`src/rtl/eth_tx_sched_pkg.sv`:
```
// Shared constants and FSM encoding for the Ethernet TX scheduler.
// Frame types mirror the eth_tx_type / eth_rx_type field values.
package eth_tx_sched_pkg;

    localparam logic [1:0] ETH_TYPE_ARP  = 2'd1;
    localparam logic [1:0] ETH_TYPE_ICMP = 2'd2;
    localparam logic [1:0] ETH_TYPE_UDP  = 2'd3;

    localparam logic ARP_OP_REQ   = 1'b0;
    localparam logic ARP_OP_REPLY = 1'b1;

    typedef enum logic [1:0] {
        S_IDLE      = 2'd0,
        S_START     = 2'd1,
        S_WAIT_BUSY = 2'd2,
        S_BUSY      = 2'd3
    } state_e;

endpackage

```
`src/rtl/eth_tx_sched_rr_arb.sv`:
```
// Round-robin picker: lowest requesting index at or above ptr,
// otherwise wraps to the lowest requesting index overall.
module rr_arb #(
    parameter int NCH  = 4,
    parameter int CH_W = 2
) (
    input  logic [NCH-1:0]  req,
    input  logic [CH_W-1:0] ptr,
    output logic            gnt_vld,
    output logic [CH_W-1:0] gnt_idx
);

    always_comb begin
        gnt_vld = |req;
        gnt_idx = '0;
        for (int i = NCH - 1; i >= 0; i--) begin
            if (req[i]) gnt_idx = CH_W'(i);
        end
        for (int i = NCH - 1; i >= 0; i--) begin
            if (req[i] && (CH_W'(i) >= ptr)) gnt_idx = CH_W'(i);
        end
    end

endmodule

```
`src/rtl/eth_tx_sched.sv`:
```
// Ethernet TX scheduler: queues ARP/ICMP/UDP send requests, grants one
// frame at a time to the transmitter and steers its payload bytes.
module eth_tx_sched
    import eth_tx_sched_pkg::*;
#(
    parameter int NCH  = 4,
    parameter int CH_W = 2
) (
    input  logic              clk,
    input  logic              rst_n,
    input  logic              arp_req,
    input  logic              rx_done,
    input  logic [1:0]        eth_rx_type,
    input  logic              arp_rx_type,
    input  logic              icmp_echo,
    input  logic [15:0]       icmp_rx_len,
    input  logic              tx_rdy,
    output logic              eth_tx_start,
    output logic [1:0]        eth_tx_type,
    output logic              arp_tx_type,
    output logic [15:0]       tx_byte_num,
    output logic [CH_W-1:0]   tx_ch,
    input  logic              tx_data_req,
    output logic [7:0]        tx_data,
    input  logic [NCH-1:0]    udp_tx_en,
    input  logic [NCH*16-1:0] udp_tx_num,
    input  logic [NCH*8-1:0]  udp_tx_data,
    output logic [NCH-1:0]    udp_tx_req,
    output logic [NCH-1:0]    udp_tx_done,
    output logic              icmp_rd_en,
    input  logic [7:0]        icmp_rdata
);

    state_e state_q, state_d;

    logic                  arp_pend_q, arp_pend_d;
    logic                  arp_op_q, arp_op_d;
    logic                  icmp_pend_q, icmp_pend_d;
    logic [15:0]           icmp_len_q, icmp_len_d;
    logic [NCH-1:0]        udp_pend_q, udp_pend_d;
    logic [NCH-1:0][15:0]  udp_len_q, udp_len_d;
    logic [CH_W-1:0]       rr_ptr_q, rr_ptr_d;

    logic [1:0]            type_q, type_d;
    logic                  arp_tx_q, arp_tx_d;
    logic [15:0]           byte_num_q, byte_num_d;
    logic [CH_W-1:0]       ch_q, ch_d;

    logic [NCH-1:0]        done_q, done_d;
    logic                  icmp_rd_q, icmp_rd_d;
    logic [NCH-1:0]        udp_req_q, udp_req_d;
    logic [7:0]            data_q, data_d;

    logic [NCH-1:0][15:0]  udp_num;
    logic [NCH-1:0][7:0]   udp_byte;
    logic                  rr_vld;
    logic [CH_W-1:0]       rr_idx;

    logic arp_rx_trig, arp_trig, icmp_trig;
    logic grant, gnt_arp, gnt_icmp, gnt_udp;
    logic data_phase;
    logic [NCH-1:0] udp_gnt_oh;

    assign udp_num  = udp_tx_num;
    assign udp_byte = udp_tx_data;

    rr_arb #(
        .NCH  (NCH),
        .CH_W (CH_W)
    ) u_rr_arb (
        .req     (udp_pend_q),
        .ptr     (rr_ptr_q),
        .gnt_vld (rr_vld),
        .gnt_idx (rr_idx)
    );

    always_comb begin
        arp_rx_trig = rx_done && (eth_rx_type == ETH_TYPE_ARP)
                      && (arp_rx_type == ARP_OP_REQ);
        arp_trig    = arp_req || arp_rx_trig;
        icmp_trig   = rx_done && (eth_rx_type == ETH_TYPE_ICMP) && icmp_echo;

        grant    = (state_q == S_IDLE) && tx_rdy
                   && (arp_pend_q || icmp_pend_q || rr_vld);
        gnt_arp  = grant && arp_pend_q;
        gnt_icmp = grant && !arp_pend_q && icmp_pend_q;
        gnt_udp  = grant && !arp_pend_q && !icmp_pend_q && rr_vld;

        udp_gnt_oh = '0;
        udp_gnt_oh[rr_idx] = gnt_udp;

        // A trigger in its own grant cycle re-arms the flag.
        arp_pend_d  = (arp_pend_q && !gnt_arp) || arp_trig;
        icmp_pend_d = (icmp_pend_q && !gnt_icmp) || icmp_trig;
        udp_pend_d  = (udp_pend_q & ~udp_gnt_oh) | udp_tx_en;

        arp_op_d = arp_op_q;
        if (arp_req) arp_op_d = ARP_OP_REQ;
        else if (arp_rx_trig) arp_op_d = ARP_OP_REPLY;

        icmp_len_d = icmp_trig ? icmp_rx_len : icmp_len_q;
        for (int i = 0; i < NCH; i++) begin
            udp_len_d[i] = udp_tx_en[i] ? udp_num[i] : udp_len_q[i];
        end

        type_d     = type_q;
        arp_tx_d   = arp_tx_q;
        byte_num_d = byte_num_q;
        ch_d       = ch_q;
        rr_ptr_d   = rr_ptr_q;
        if (gnt_arp) begin
            type_d     = ETH_TYPE_ARP;
            arp_tx_d   = arp_op_q;
            byte_num_d = '0;
            ch_d       = '0;
        end else if (gnt_icmp) begin
            type_d     = ETH_TYPE_ICMP;
            arp_tx_d   = 1'b0;
            byte_num_d = icmp_len_q;
            ch_d       = '0;
        end else if (gnt_udp) begin
            type_d     = ETH_TYPE_UDP;
            arp_tx_d   = 1'b0;
            byte_num_d = udp_len_q[rr_idx];
            ch_d       = rr_idx;
            rr_ptr_d   = (rr_idx == CH_W'(NCH - 1)) ? '0 : rr_idx + 1'b1;
        end

        state_d = state_q;
        unique case (state_q)
            S_IDLE:      if (grant) state_d = S_START;
            S_START:     state_d = S_WAIT_BUSY;
            S_WAIT_BUSY: if (!tx_rdy) state_d = S_BUSY;
            S_BUSY:      if (tx_rdy) state_d = S_IDLE;
            default:     state_d = S_IDLE;
        endcase

        done_d = '0;
        if ((state_q == S_BUSY) && tx_rdy && (type_q == ETH_TYPE_UDP)) begin
            done_d[ch_q] = 1'b1;
        end

        data_phase = (state_q == S_WAIT_BUSY) || (state_q == S_BUSY);
        icmp_rd_d  = tx_data_req && data_phase && (type_q == ETH_TYPE_ICMP);
        udp_req_d  = '0;
        udp_req_d[ch_q] = tx_data_req && data_phase
                          && (type_q == ETH_TYPE_UDP);

        data_d = 8'h00;
        if (type_q == ETH_TYPE_ICMP) data_d = icmp_rdata;
        else if (type_q == ETH_TYPE_UDP) data_d = udp_byte[ch_q];
    end

    always_ff @(posedge clk) begin
        if (!rst_n) begin
            state_q     <= S_IDLE;
            arp_pend_q  <= 1'b0;
            arp_op_q    <= 1'b0;
            icmp_pend_q <= 1'b0;
            icmp_len_q  <= '0;
            udp_pend_q  <= '0;
            udp_len_q   <= '0;
            rr_ptr_q    <= '0;
            type_q      <= '0;
            arp_tx_q    <= 1'b0;
            byte_num_q  <= '0;
            ch_q        <= '0;
            done_q      <= '0;
            icmp_rd_q   <= 1'b0;
            udp_req_q   <= '0;
            data_q      <= '0;
        end else begin
            state_q     <= state_d;
            arp_pend_q  <= arp_pend_d;
            arp_op_q    <= arp_op_d;
            icmp_pend_q <= icmp_pend_d;
            icmp_len_q  <= icmp_len_d;
            udp_pend_q  <= udp_pend_d;
            udp_len_q   <= udp_len_d;
            rr_ptr_q    <= rr_ptr_d;
            type_q      <= type_d;
            arp_tx_q    <= arp_tx_d;
            byte_num_q  <= byte_num_d;
            ch_q        <= ch_d;
            done_q      <= done_d;
            icmp_rd_q   <= icmp_rd_d;
            udp_req_q   <= udp_req_d;
            data_q      <= data_d;
        end
    end

    assign eth_tx_start = (state_q == S_START);
    assign eth_tx_type  = type_q;
    assign arp_tx_type  = arp_tx_q;
    assign tx_byte_num  = byte_num_q;
    assign tx_ch        = ch_q;
    assign udp_tx_done  = done_q;
    assign icmp_rd_en   = icmp_rd_q;
    assign udp_tx_req   = udp_req_q;
    assign tx_data      = data_q;

endmodule

```
`config.mk`:
```
export PLATFORM = sky130hd
export DESIGN_NAME = eth_tx_sched
export DESIGN_NICKNAME = d
export VERILOG_FILES = /design/src/rtl/eth_tx_sched_pkg.sv /design/src/rtl/eth_tx_sched_rr_arb.sv /design/src/rtl/eth_tx_sched.sv
export SDC_FILE = /design/constraint.sdc
export NUM_CORES = 1
export LEC_CHECK = 0
export BUFFER_PORTS_ARGS = -buffer_cell sky130_fd_sc_hd__buf_2
export CAP_MARGIN = 20
export CORE_ASPECT_RATIO = 1.2
export CORE_MARGIN = 5
export CORE_UTILIZATION = 41
export DETAILED_ROUTE_END_ITERATION = 10
export MAX_ROUTING_LAYER = met4
export PLACE_DENSITY_LB_ADDON = 0.12
export SYNTH_ARGS = -nofsm -noshare
export SYNTH_HDL_FRONTEND = slang
export SYNTH_HIERARCHICAL = 1
export SYNTH_SLANG_ARGS = --single-unit
```
`constraint.sdc`:
```
create_clock -name clk -period 2.95 [get_ports clk]
set_input_delay 0.4425 -clock clk [delete_from_list [all_inputs] [get_ports clk]]
set_output_delay 0.4425 -clock clk [all_outputs]
set_load 0.01 [all_outputs]
```
======== Yosys cells after proc, flatten, opt, wreduce, memory -nomap -nowiden ========
Cells that the tools add are included.
storage, ports and cells
  register bits after elaboration ......... 129
  input bits .............................. 134
  output and inout bits ................... 39
  logic and storage cells ................. 124
cells by class
  $add $sub $neg .......................... 1
  $lt $le $gt $ge ......................... 8
  eq/ne operators ......................... 11
  multiplexer cells ....................... 31
  bitwise gates (word level) .............. 9
  reduce and logical (&&, ||, !) cells .... 44
operators by type and width
  kind                                                                           count
  16-bit 2-to-1 mux                                                              3
  16-bit binary-select mux with 2-bit select                                     1
  2-bit 2-to-1 mux                                                               14
  1-bit logical AND                                                              24
  8-bit 2-to-1 mux                                                               3
  8-bit binary-select mux with 2-bit select                                      1
  4-bit AND                                                                      3
  2-bit equality test (second input constant)                                    6
  2-bit case mux with 4 select lines                                             1
  1-bit logical OR                                                               6
  2-bit by 3-bit less-than comparator with 1-bit output (second input constant)  2
  1-bit 2-to-1 mux                                                               6
  2-bit inequality test (second input constant)                                  3
  3-bit AND reduction                                                            2
  1-bit demux with 2-bit select                                                  2
  2-bit by 1-bit equality test with 1-bit output (second input constant)         2
  1-bit by 2-bit >= comparator with 1-bit output (first input constant)          2
  2-bit by 1-bit >= comparator with 1-bit output (second input constant)         2
  2-bit >= comparator (first input constant)                                     2
  1-bit zero test                                                                4
  1-bit NOT                                                                      4
  4-bit NOT                                                                      1
  4-bit bitwise OR                                                               1
  2-bit OR reduction                                                             2
  other kinds (7)                                                                7

======== Longest topological paths before layout ========
Gate-level depths: netlist of run 1.
  word-level depth ........................ 16
  depth in mapped cells ................... 9
  gate-level depth less buffers ........... 7

======== Cells and area by module ========
The synthesis of run 1 kept the hierarchy.
by module, submodules not included
  module        times used  cells an instance  area each (µm²)  seq. area each (µm²)
  eth_tx_sched  1           546                5560.3           2582.5
  rr_arb        1           12                 77.6             0.0

======== Least setup slack after synthesis of run 1 ========
No wires, ideal clock.
  kind .................................... register to register
  from .................................... register udp_pend_q[3]
  to ...................................... register byte_num_q[9], in the netlist tx_byte_num[9]
  library setup time ...................... 0.136 ns
  arrival time ............................ 1.909 ns
  required time ........................... 2.814 ns
  slack ................................... 0.906 ns
  stages on the path, launching flop included .. 9
  buffers on the path ..................... 2
  period minus slack after synthesis ...... 2.044 ns
  cells stage by stage .................... dfxtp_1 inv_1 a22o_1 a211oi_2 buf_6 buf_6 mux2_4 a222oi_1 a211oi_1
between the ends
  longest elaborated chain between the ends .. 12
  elaborated cells between the ends (all ways) .. 23
  classes of those cells .................. 12 x mux; 11 x reduce/logical
ends and longest elaborated chain
  what                                            line                       RTL
  start, declared                                 eth_tx_sched.sv:40         logic [NCH-1:0] udp_pend_q, udp_pend_d;
  start signal, assigned                          eth_tx_sched.sv:178        udp_pend_q <= udp_pend_d;
  2-bit 2-to-1 mux (4 in a row)                   eth_tx_sched_rr_arb.sv:17  if (req[i]) gnt_idx = CH_W'(i);
  2-bit 2-to-1 mux (*) (4 in a row)               eth_tx_sched_rr_arb.sv:20  if (req[i] && (CH_W'(i) >= ptr)) gnt_idx = CH_W'(i);
  named net rr_idx[0]                             eth_tx_sched.sv:57         logic [CH_W-1:0] rr_idx;
  16-bit binary-select mux with 2-bit select (*)  eth_tx_sched.sv:124        byte_num_d = udp_len_q[rr_idx];
  16-bit 2-to-1 mux (implied by the code) (*)     eth_tx_sched.sv:124
  16-bit 2-to-1 mux (*)                           eth_tx_sched.sv:121        end else if (gnt_udp) begin
  16-bit 2-to-1 mux (*)                           eth_tx_sched.sv:116        end else if (gnt_icmp) begin
  end signal, assigned                            eth_tx_sched.sv:183        byte_num_q <= byte_num_d;
  end, declared                                   eth_tx_sched.sv:46         logic [15:0] byte_num_q, byte_num_d;
The timed path passes the listed nets; every way through them passes the cells marked *. The select of a mux whose other input is x is not followed.
A chain may end at the register's enable or synchronous reset.

======== Final worst setup path of run 1 ========
  from .................................... register udp_pend_q[0]
  to ...................................... register byte_num_q[12], in the netlist tx_byte_num[12]
between the ends
  longest elaborated chain between the ends .. 9
  elaborated cells between the ends (all ways) .. 20
  classes of those cells .................. 9 x mux; 11 x reduce/logical
ends and longest elaborated chain
  what                                            line
  2-bit 2-to-1 mux                                eth_tx_sched_rr_arb.sv:17
  2-bit 2-to-1 mux (3 in a row)                   eth_tx_sched_rr_arb.sv:20
  2-bit 2-to-1 mux (*)                            eth_tx_sched_rr_arb.sv:20
  named net rr_idx[1]                             eth_tx_sched.sv:57
  16-bit binary-select mux with 2-bit select (*)  eth_tx_sched.sv:124
  16-bit 2-to-1 mux (implied by the code) (*)     eth_tx_sched.sv:124
  16-bit 2-to-1 mux (*)                           eth_tx_sched.sv:121
  16-bit 2-to-1 mux (*)                           eth_tx_sched.sv:116
Marked as above.

==> flow_metrics.py, run 1 <==
metrics = {
    "status": {
        "status": "finished clean",
    },
    "power": {
        "leakage_nw": 3.233,
        "ir_worst_vdd_v": 0.0003300,
        "power.density_mw_per_mm2": 723.5,
    },
    "synth": {
        "yosys_warnings": 6,
        "netlist_instances": 558,
        "synth_top_area_share_pct": 45.81,
        "ys_ff_latch": 129,
        "synthArstFlopShare_pct": 0,
        "ys.flop_type": "dfxtp_1",
        "synth_cell_type_count": 47,
        "synth_largest_area_cell": "dfxtp_1",
        "synthesis.area_sq_mm": 0.005638,
        "syn-mean-instance-area_sq_um": 10.10,
        "synth_area_leaders": "dfxtp_1 46%, mux2i_1 13%, nor2_1 5.7%",
        "synthesis.nets": 701,
        "synth_edf_count": 0,
        "synth_seq_area_share_pct": 45.81,
    },
    "cells_and_area": {
        "diodes": 0,
        "layout_common_cells": "172 x buf_2, 129 x dfxtp_1, 85 x nor2_1, 74 x mux2i_1",
        "fillers": 1295,
        "layout_commonest_cell": "buf_2",
        "layout.nets": 854,
        "areaGrowthSynthToFinish_pct": 26.56,
        "drive_above_1_share_pct": 35.08,
        "fin_area_sq_mm": 0.007136,
    },
    "timing": {
        "fin_crit_sh_pct": 77.85,
        "min_period_ns": 2.297,
        "rsz0062_at_grt": "false",
        "hold_violations": 0,
        "fin_setup_tns_ns": 0,
        "setup_violations": 0,
        "max_slew_margin_pct": 44.67,
        "finalMaxSlewViolations": 0,
        "worst_slew_pin_slew_ns": 0.8299,
        "fin_skew_ns": 0.006937,
        "hold_slack_ns": 0.2124,
        "max_freq_mhz": 435.4,
    },
    "min_path": {
        "holdCritPathClass": "in2reg",
    },
    "detailed_routing": {
        "route.met2.wl_microns": 8144,
        "dr.max_layer_used": "met4",
        "met1Wirelength_microns": 6485,
        "wirelength_microns": 16010,
        "num_vias": 4750,
        "drtIter0Drc": 244,
        "wire_per_inst_microns": 17.88,
        "drt_pass1_iterations": 7,
        "via_per_inst": 5.307,
        "met3WireLength_microns": 1019,
        "detail-route-antenna-nets": 0,
        "drc": 0,
    },
    "floorplan": {
        "ios": 173,
        "start_util_pct": 41.32,
        "row_count": 47,
        "die_w_microns": 117.0,
        "core-area_sq_mm": 0.01364,
        "die-area_sq_mm": 0.01621,
        "die_h_microns": 138.5,
    },
    "global_route": {
        "antenna_found_initial": 0,
        "grt_max_degree": 59,
        "grt_pass1_vias": 4844,
        "track_usage_pct": 19.87,
        "overflow": 0,
        "grt_pass1_wl_microns": 24600,
    },
    "critical_path": {
        "worstPathRequired_ns": 3.25,
        "critical_path_class": "reg2reg",
        "cp.arrival_ns": 2.60,
        "critPathMaxFanout": 16,
        "r2r_slack_ns": 0.65,
        "cp-end-kind": "flip-flop",
        "critPathLaunchType": "flip-flop",
    },
    "cts": {
        "clockRootBuffer": "clkbuf_16",
        "tritoncts": "yes",
        "post_cts_resized": 0,
        "cts_hold_buf": 0,
        "cts.path.max_buffers": 2,
        "postCtsSetupBuffers": 0,
        "h-tree-depth": 4,
        "cts.sink_count": 129,
        "numCtsBuffers": 17,
        "worstSkewPairLatency_ns": 0.40,
        "clk_pin_slew_worst_paths_ns": 0.06,
    },
    "placement": {
        "port_buffers": 172,
        "post_dp_cell_area_sq_mm": 0.006526,
        "place.gp.congestion": 0.7991,
        "hpwl_microns": 11460,
    },
    "flow_run": {
        "max_cap_viol_count": 0,
    },
}
-- final cells by class --
class                           count  area (sq um)  share of cell area [%]
Clock buffer                       22         464.2                   6.505
Inverter                           13         51.30                  0.7189
Sequential cell                   129          2582                   36.19
Clock inverter                     10         133.9                   1.876
Timing Repair Buffer              177         927.1                   12.99
Multi-Input combinational cell    373          2763                   38.72
Tap cell                          171         214.0                   2.998
-- report_power, final --
group          switching, mW  internal [mW]  total (mW)
combinational          0.543          0.466        1.01
clock                  0.756           1.37        2.13
sequential             0.136           1.89        2.03
total                   1.44           3.73        5.16
-- logic make-up after synthesis --
group	share of synthesized area, %
multiplexers	23.52
adder cells (fa/ha/maj)	1.997
flip-flops	45.81
AO/OA/AOI/OAI	11.50
buffers and inverters	5.326
AND/OR/NAND/NOR	11.85
-- final timing paths --
kind | from | end | cells past startpoint
worst max-delay path | udp_pend_q[0]$_SDFF_PN0_ | tx_byte_num[12]$_SDFFE_PP0P_ | 5
worst min-delay path | arp_req | arp_op_q$_SDFFE_PP0P_ | 2
worst max register to register | udp_pend_q[0]$_SDFF_PN0_ | tx_byte_num[12]$_SDFFE_PP0P_ | 5
worst min register to register | icmp_len_q[1]$_SDFFE_PN0P_ | icmp_len_q[1]$_SDFFE_PN0P_ | 2
-- layer usage --
metal | GRT usage [%] | up-vias
li1 | - | 2299
met1 | 22.93 | 2258
met2 | 33.74 | 172
met3 | 3.671 | 21
met4 | 7.548 | 0
met5 | - | -
-- registers in the layout, summed over array words and instances (netlist names), 2 cells and up --
name and flops:
state_q 2, eth_tx_type 2, udp_len_q 64, rr_ptr_q 2
tx_ch 2, udp_tx_req 4, tx_byte_num 16, icmp_len_q 16
udp_pend_q 4, tx_data 8, udp_tx_done 4
-- Yosys cell counts (2+ instances only) --
cell type	count
nor3_1	4
inv_1	11
mux4_2	8
o21ai_0	11
nand4b_1	2
nand3_1	3
ha_1	9
nand2b_1	3
a222oi_1	16
mux2i_1	74
a211oi_1	18
mux2_4	12
dfxtp_1	129
or4_1	2
buf_2	23
nand4_1	2
buf_12	2
a221oi_1	2
mux2_2	20
a31oi_1	4
clkbuf_1	13
a21oi_1	40
buf_6	3
nor2_1	85
nand2_1	40
-- critical path: stages (launching register included) --
cell	delay, ns
dfxtp_1	0.40
nor3b_1	0.44
a211oi_1	0.21
nor2_2	0.65
a222oi_1	0.20
a211oi_1	0.29
-- through the flow --
step	setup slack [ns]	total power, mW	utilization (%)	instances
after CTS	0.6781	5.203	52.22	894
after detailed placement	0.6879	3.068	47.84	862
after global placement	0.7714	3.038	47.84	862
after global routing	0.5142	5.396	52.30	895
after floorplan	0.9057	2.741	-	558
final	0.6535	5.162	52.30	895
Note: power is estimated with default switching activity, not from simulation.
==> inputs of run 2 (changes only) <==
==> constraint.sdc (replaced) <==
create_clock -name clk -period 2 [get_ports clk]
set_input_delay 0.3 -clock clk [delete_from_list [all_inputs] [get_ports clk]]
set_output_delay 0.3 -clock clk [all_outputs]
set_load 0.01 [all_outputs]
==> flow_metrics.py, run 2 (synthesized netlist as in run 1, its figures left out) <==
metrics = {
    "cells_and_area": {
        "finalNonFillerCells": 922,
        "layout_commonest_cell": "buf_2",
        "layout.nets": 882,
        "top_register": "udp_len_q",
        "areaGrowthSynthToFinish_pct": 33.09,
        "fillers": 1278,
        "layout_common_cells": "172 x buf_2, 125 x dfxtp_1, 85 x nor2_1, 74 x mux2i_1, 40 x nand2_1",
        "utilization_pct": 55.00,
        "diodes": 0,
        "fin_area_sq_mm": 0.007503,
        "drive_above_1_share_pct": 39.15,
        "largest_reg_flops": 64,
    },
    "min_path": {
        "holdCritPathClass": "in2reg",
    },
    "placement": {
        "post_dp_cell_area_sq_mm": 0.006678,
        "place.gp.congestion": 0.8328,
        "place_inst": 882,
        "port_buffers": 172,
        "hpwl_microns": 12500,
        "place_ws_ns": -0.1585,
    },
    "timing": {
        "hold_slack_ns": 0.07157,
        "setup_violations": 18,
        "max_freq_mhz": 461.9,
        "rsz0062_at_grt": "true",
        "finalMaxSlewViolations": 0,
        "fin_crit_sh_pct": 108.2,
        "max_slew_margin_pct": 59.58,
        "hold_violations": 0,
        "worst_slew_pin_slew_ns": 0.6063,
        "fin_setup_tns_ns": -1.701,
        "fin_ws_ns": -0.1650,
        "min_period_ns": 2.165,
        "fin_skew_ns": 0.01264,
    },
    "cts": {
        "clk_pin_slew_worst_paths_ns": 0.06,
        "cts.path.max_buffers": 2,
        "tritoncts": "yes",
        "cts.sink_count": 129,
        "numCtsBuffers": 17,
        "worstSkewPairLatency_ns": 0.41,
        "clockRootBuffer": "clkbuf_16",
        "cts_hold_buf": 0,
        "h-tree-depth": 4,
    },
    "floorplan": {
        "die-area_sq_mm": 0.01621,
        "start_util_pct": 41.32,
        "ios": 173,
        "core-area_sq_mm": 0.01364,
        "die_w_microns": 117.0,
        "die_h_microns": 138.5,
        "row_count": 47,
    },
    "detailed_routing": {
        "wirelength_microns": 16830,
        "drtIter0Drc": 353,
        "drc": 0,
        "detail-route-antenna-nets": 0,
        "wire_per_inst_microns": 18.25,
        "via_per_inst": 5.283,
        "drt_pass1_iterations": 8,
        "num_vias": 4871,
    },
    "critical_path": {
        "critPathLaunchType": "flip-flop",
        "critPathMaxFanout": 6,
        "critical_path_class": "reg2reg",
        "path_cells": "inv_2, a22o_1, a211oi_4, buf_6, buf_16, mux2_4, a222oi_1, a211oi_1",
        "slowest_stage": "a211oi_4",
        "cp-end-kind": "flip-flop",
        "cp.arrival_ns": 2.44,
        "critPathMaxStageDelay_ns": 0.37,
        "worstPathRequired_ns": 2.28,
    },
    "status": {
        "violations": "negative setup slack",
        "status": "complete, but fails checks",
    },
    "global_route": {
        "grt_pass1_wl_microns": 25630,
        "grt_pass1_vias": 4969,
        "overflow": 0,
        "track_usage_pct": 20.92,
        "grt_max_degree": 43,
        "antenna_found_initial": 0,
    },
    "power": {
        "p_total_mw": 7.777,
        "leakage_nw": 3.430,
        "ir_worst_vdd_v": 0.0005641,
        "power.density_mw_per_mm2": 1036,
    },
    "flow_run": {
        "max_cap_viol_count": 0,
    },
}
-- run 2: changes by cell type in the layout (fill, tap and decap cells not counted), moves of 3 or more --
| cell | previous run | this run |
|---|---|---|
| dfxtp_1 | 129 | 125 |
| mux2_4 | 12 | 27 |
| buf_4 | 2 | 23 |
| mux2_2 | 20 | 5 |
| buf_6 | 1 | 5 |
| clkbuf_1 | 3 | 0 |
| dfxtp_2 | 0 | 3 |
-- run 2: critical path, delay by kind of cell, from the launching register on --
family,cells,cell delay (ns)
flops,1,0.35
buf+inv,3,0.36
mux,1,0.29
compound gates,4,1.04
-- run 2: metal layers --
layer	global-route usage (%)	up-vias	wire length [microns]
li1	-	2345	-
met1	23.46	2320	6483
met2	36.41	190	8812
met3	4.240	16	1156
met4	7.126	0	378
met5	-	-	0
-- run 2: path summary, 6_finish.rpt --
kind,from,end,slack [ns],cells after the start
setup reg to reg,rr_ptr_q[0]$_SDFFE_PN0P_,tx_byte_num[0]$_SDFFE_PP0P_,-0.16,8
setup / recovery,rr_ptr_q[0]$_SDFFE_PN0P_,tx_byte_num[0]$_SDFFE_PP0P_,-0.16,8
hold / removal,arp_req,arp_op_q$_SDFFE_PP0P_,0.07,2
hold reg to reg,icmp_len_q[10]$_SDFFE_PN0P_,icmp_len_q[10]$_SDFFE_PN0P_,0.46,2
-- run 2: report_power, final --
group          internal [mW]  leakage (nW)  total, mW  switching [mW]
combinational          0.902          2.09       1.81           0.909
sequential              2.79          1.06       2.97           0.173
clock                   1.86         0.278       3.00            1.14
-- run 2: area by class of cell --
| cell class | instances | area, sq um | share of cell area (%) |
|---|---|---|---|
| Multi-Input combinational cell | 373 | 2867 | 38.20 |
| Clock inverter | 13 | 137.6 | 1.834 |
| Clock buffer | 18 | 439.2 | 5.853 |
| Timing Repair Buffer | 205 | 1205 | 16.06 |
| Sequential cell | 129 | 2590 | 34.52 |
| Inverter | 13 | 51.30 | 0.6837 |
| Tap cell | 171 | 214.0 | 2.851 |
-- run 2: what timing repair did --
action,in CTS,in global routing
gates cloned,2,0
endpoints found under the setup margin,18,20
gates resized for setup,20,16
pin swaps,18,16
buffers inserted,4,3
==> inputs of run 3 (changes only) <==
--- a/config.mk
+++ b/config.mk
@@ -9,10 +9,11 @@
 export CAP_MARGIN = 20
 export CORE_ASPECT_RATIO = 1.2
 export CORE_MARGIN = 5
-export CORE_UTILIZATION = 41
+export CORE_UTILIZATION = 30
 export DETAILED_ROUTE_END_ITERATION = 10
 export MAX_ROUTING_LAYER = met4
 export PLACE_DENSITY_LB_ADDON = 0.12
+export SLEW_MARGIN = 20
 export SYNTH_ARGS = -nofsm -noshare
 export SYNTH_HDL_FRONTEND = slang
 export SYNTH_HIERARCHICAL = 1
==> flow_metrics.py, run 3 (synthesized netlist as in run 1, its figures left out) <==
metrics = {
    "placement": {
        "hpwl_microns": 13540,
        "port_buffers": 172,
        "place.gp.congestion": 0.8300,
    },
    "timing": {
        "fin_setup_tns_ns": -1.141,
        "finalMaxSlewViolations": 0,
        "rsz0062_at_grt": "true",
        "fin_ws_ns": -0.1193,
        "hold_violations": 0,
        "fin_crit_sh_pct": 106.0,
        "fin_skew_ns": 0.008860,
        "max_freq_mhz": 471.9,
        "setup_violations": 16,
        "worst_slew_pin_slew_ns": 0.6378,
        "min_period_ns": 2.119,
        "max_slew_margin_pct": 57.42,
    },
    "detailed_routing": {
        "drc": 0,
        "num_vias": 4909,
        "drt_pass1_iterations": 5,
        "wirelength_microns": 18550,
        "wire_per_inst_microns": 18.34,
        "detail-route-antenna-nets": 0,
        "drtIter0Drc": 253,
        "via_per_inst": 4.856,
    },
    "min_path": {
        "min_from": "arp_req",
        "holdCritPathClass": "in2reg",
        "hold_path_end": "arp_op_q$_SDFFE_PP0P_",
        "whs_path_depth": 2,
    },
    "power": {
        "p_total_mw": 8.046,
        "leakage_nw": 3.473,
        "ir_worst_vdd_v": 0.0006050,
        "netSwitchingFraction_pct": 28.60,
        "switchingPower_mw": 2.301,
        "combPwrFrac_pct": 22.9,
        "seq_power_share_pct": 37.1,
        "power.density_mw_per_mm2": 1045,
        "p_clk_share_pct": 40.0,
        "p_int_mw": 5.745,
    },
    "cells_and_area": {
        "layout_common_cells": "172 x buf_2, 125 x dfxtp_1, 85 x nor2_1, 74 x mux2i_1, 40 x nand2_1",
        "largest_reg_flops": 64,
        "diodes": 0,
        "utilization_pct": 41.28,
        "layout_commonest_cell": "buf_2",
        "layout.nets": 885,
        "drive_above_1_share_pct": 39.34,
        "top_register": "udp_len_q",
        "areaGrowthSynthToFinish_pct": 36.55,
    },
    "critical_path": {
        "slowest_stage": "dfxtp_2",
        "path_cells": "nand2b_1, a21oi_2, a211oi_4, buf_4, buf_12, mux2_2, a222oi_1, a211oi_1",
        "cp_num_buf_inv": 2,
        "r2r_slack_ns": -0.12,
        "critPathLaunchType": "flip-flop",
        "critical_path_class": "reg2reg",
        "worstPathRequired_ns": 2.29,
        "critical_path.top_delay_family": "compound AO/OA/AOI/OAI gates",
        "critPathMaxStageDelay_ns": 0.40,
        "critPathMaxFanout": 8,
        "rr_endpoint": "tx_byte_num[12]$_SDFFE_PP0P_",
        "cp.arrival_ns": 2.41,
        "r2r_cells": 8,
        "r2r-start": "rr_ptr_q[1]$_SDFFE_PN0P_",
        "cp-end-kind": "flip-flop",
    },
    "cts": {
        "worstSkewPairLatency_ns": 0.42,
        "cts_hold_buf": 0,
        "cts.sink_count": 129,
        "h-tree-depth": 4,
        "clockRootBuffer": "clkbuf_16",
        "clk_pin_slew_worst_paths_ns": 0.06,
        "tritoncts": "yes",
        "cts.path.max_buffers": 2,
        "numCtsBuffers": 17,
    },
    "floorplan": {
        "ios": 173,
        "core-area_sq_mm": 0.01865,
        "die_h_microns": 160.2,
        "start_util_pct": 30.23,
        "die-area_sq_mm": 0.02165,
        "row_count": 55,
        "die_w_microns": 135.1,
    },
    "flow_run": {
        "max_cap_viol_count": 0,
    },
    "status": {
        "violations": "negative setup slack",
        "status": "complete, but fails checks",
    },
    "global_route": {
        "grt_max_degree": 37,
        "track_usage_pct": 17.48,
        "grt_pass1_vias": 5134,
        "overflow": 0,
        "grt_pass1_wl_microns": 28380,
        "antenna_found_initial": 0,
    },
}
run 3: how the worst max path moves through the flow:
| stage | start | end | cells past startpoint |
|---|---|---|---|
| final | rr_ptr_q[1]$_SDFFE_PN0P_ | tx_byte_num[12]$_SDFFE_PP0P_ | 8 |
| after global routing | rr_ptr_q[0]$_SDFFE_PN0P_ | tx_byte_num[2]$_SDFFE_PP0P_ | 8 |
| after CTS | rr_ptr_q[0]$_SDFFE_PN0P_ | tx_byte_num[0]$_SDFFE_PP0P_ | 8 |
| after detailed placement | rr_ptr_q[0]$_SDFFE_PN0P_ | tx_byte_num[12]$_SDFFE_PP0P_ | 7 |
| after global placement | rr_ptr_q[0]$_SDFFE_PN0P_ | tx_byte_num[13]$_SDFFE_PP0P_ | 7 |
| after floorplan | rr_ptr_q[0]$_SDFFE_PN0P_ | tx_byte_num[9]$_SDFFE_PP0P_ | 8 |
run 3: through the flow:
step                      instances  worst slack (ns)  cell area (sq um)  hold slack, ns
after global routing           1011           -0.1927               7699         0.05355
final                          1011           -0.1193               7699         0.06261
after floorplan                 558         0.0003098               5639          0.3768
after CTS                      1005           -0.1517               7547         0.04947
after global placement          968          -0.06792               6829          0.4447
after detailed placement        968           -0.1564               6829          0.4496
run 3: routing by layer:
layer / part of all wire (%) / GRT usage [%] / vias to the layer above
met5: 0 / - / -
met4: 3.3 / 7.470 / 0
met3: 5.1 / 4.159 / 34
met2: 51 / 29.98 / 164
met1: 40 / 19.23 / 2355
li1: - / - / 2356
run 3: power groups by stage:
stage	Sequential [mW]	Combinational (mW)	Clock, mW
floorplan	2.99	1.05	0
global placement	3.03	1.62	0
detailed placement	3.03	1.65	0
CTS	2.98	1.74	3.29
global route	3.00	2.01	3.42
finish	2.98	1.84	3.22
run 3: cell type report:
class	count	area [sq um]
Clock inverter	12	156.4
Sequential cell	129	2587
Clock buffer	20	456.7
Multi-Input combinational cell	373	2836
Fill cell	1844	10950
Inverter	13	51.30
Timing Repair Buffer	208	1290
Tap cell	256	320.3
run 3: timing repair:
action | in CTS | in global routing
endpoints found under the setup margin | 19 | 21
cloned | 1 | 3
setup buffers | 4 | 3
pin swaps | 5 | 24
resized for setup | 12 | 12
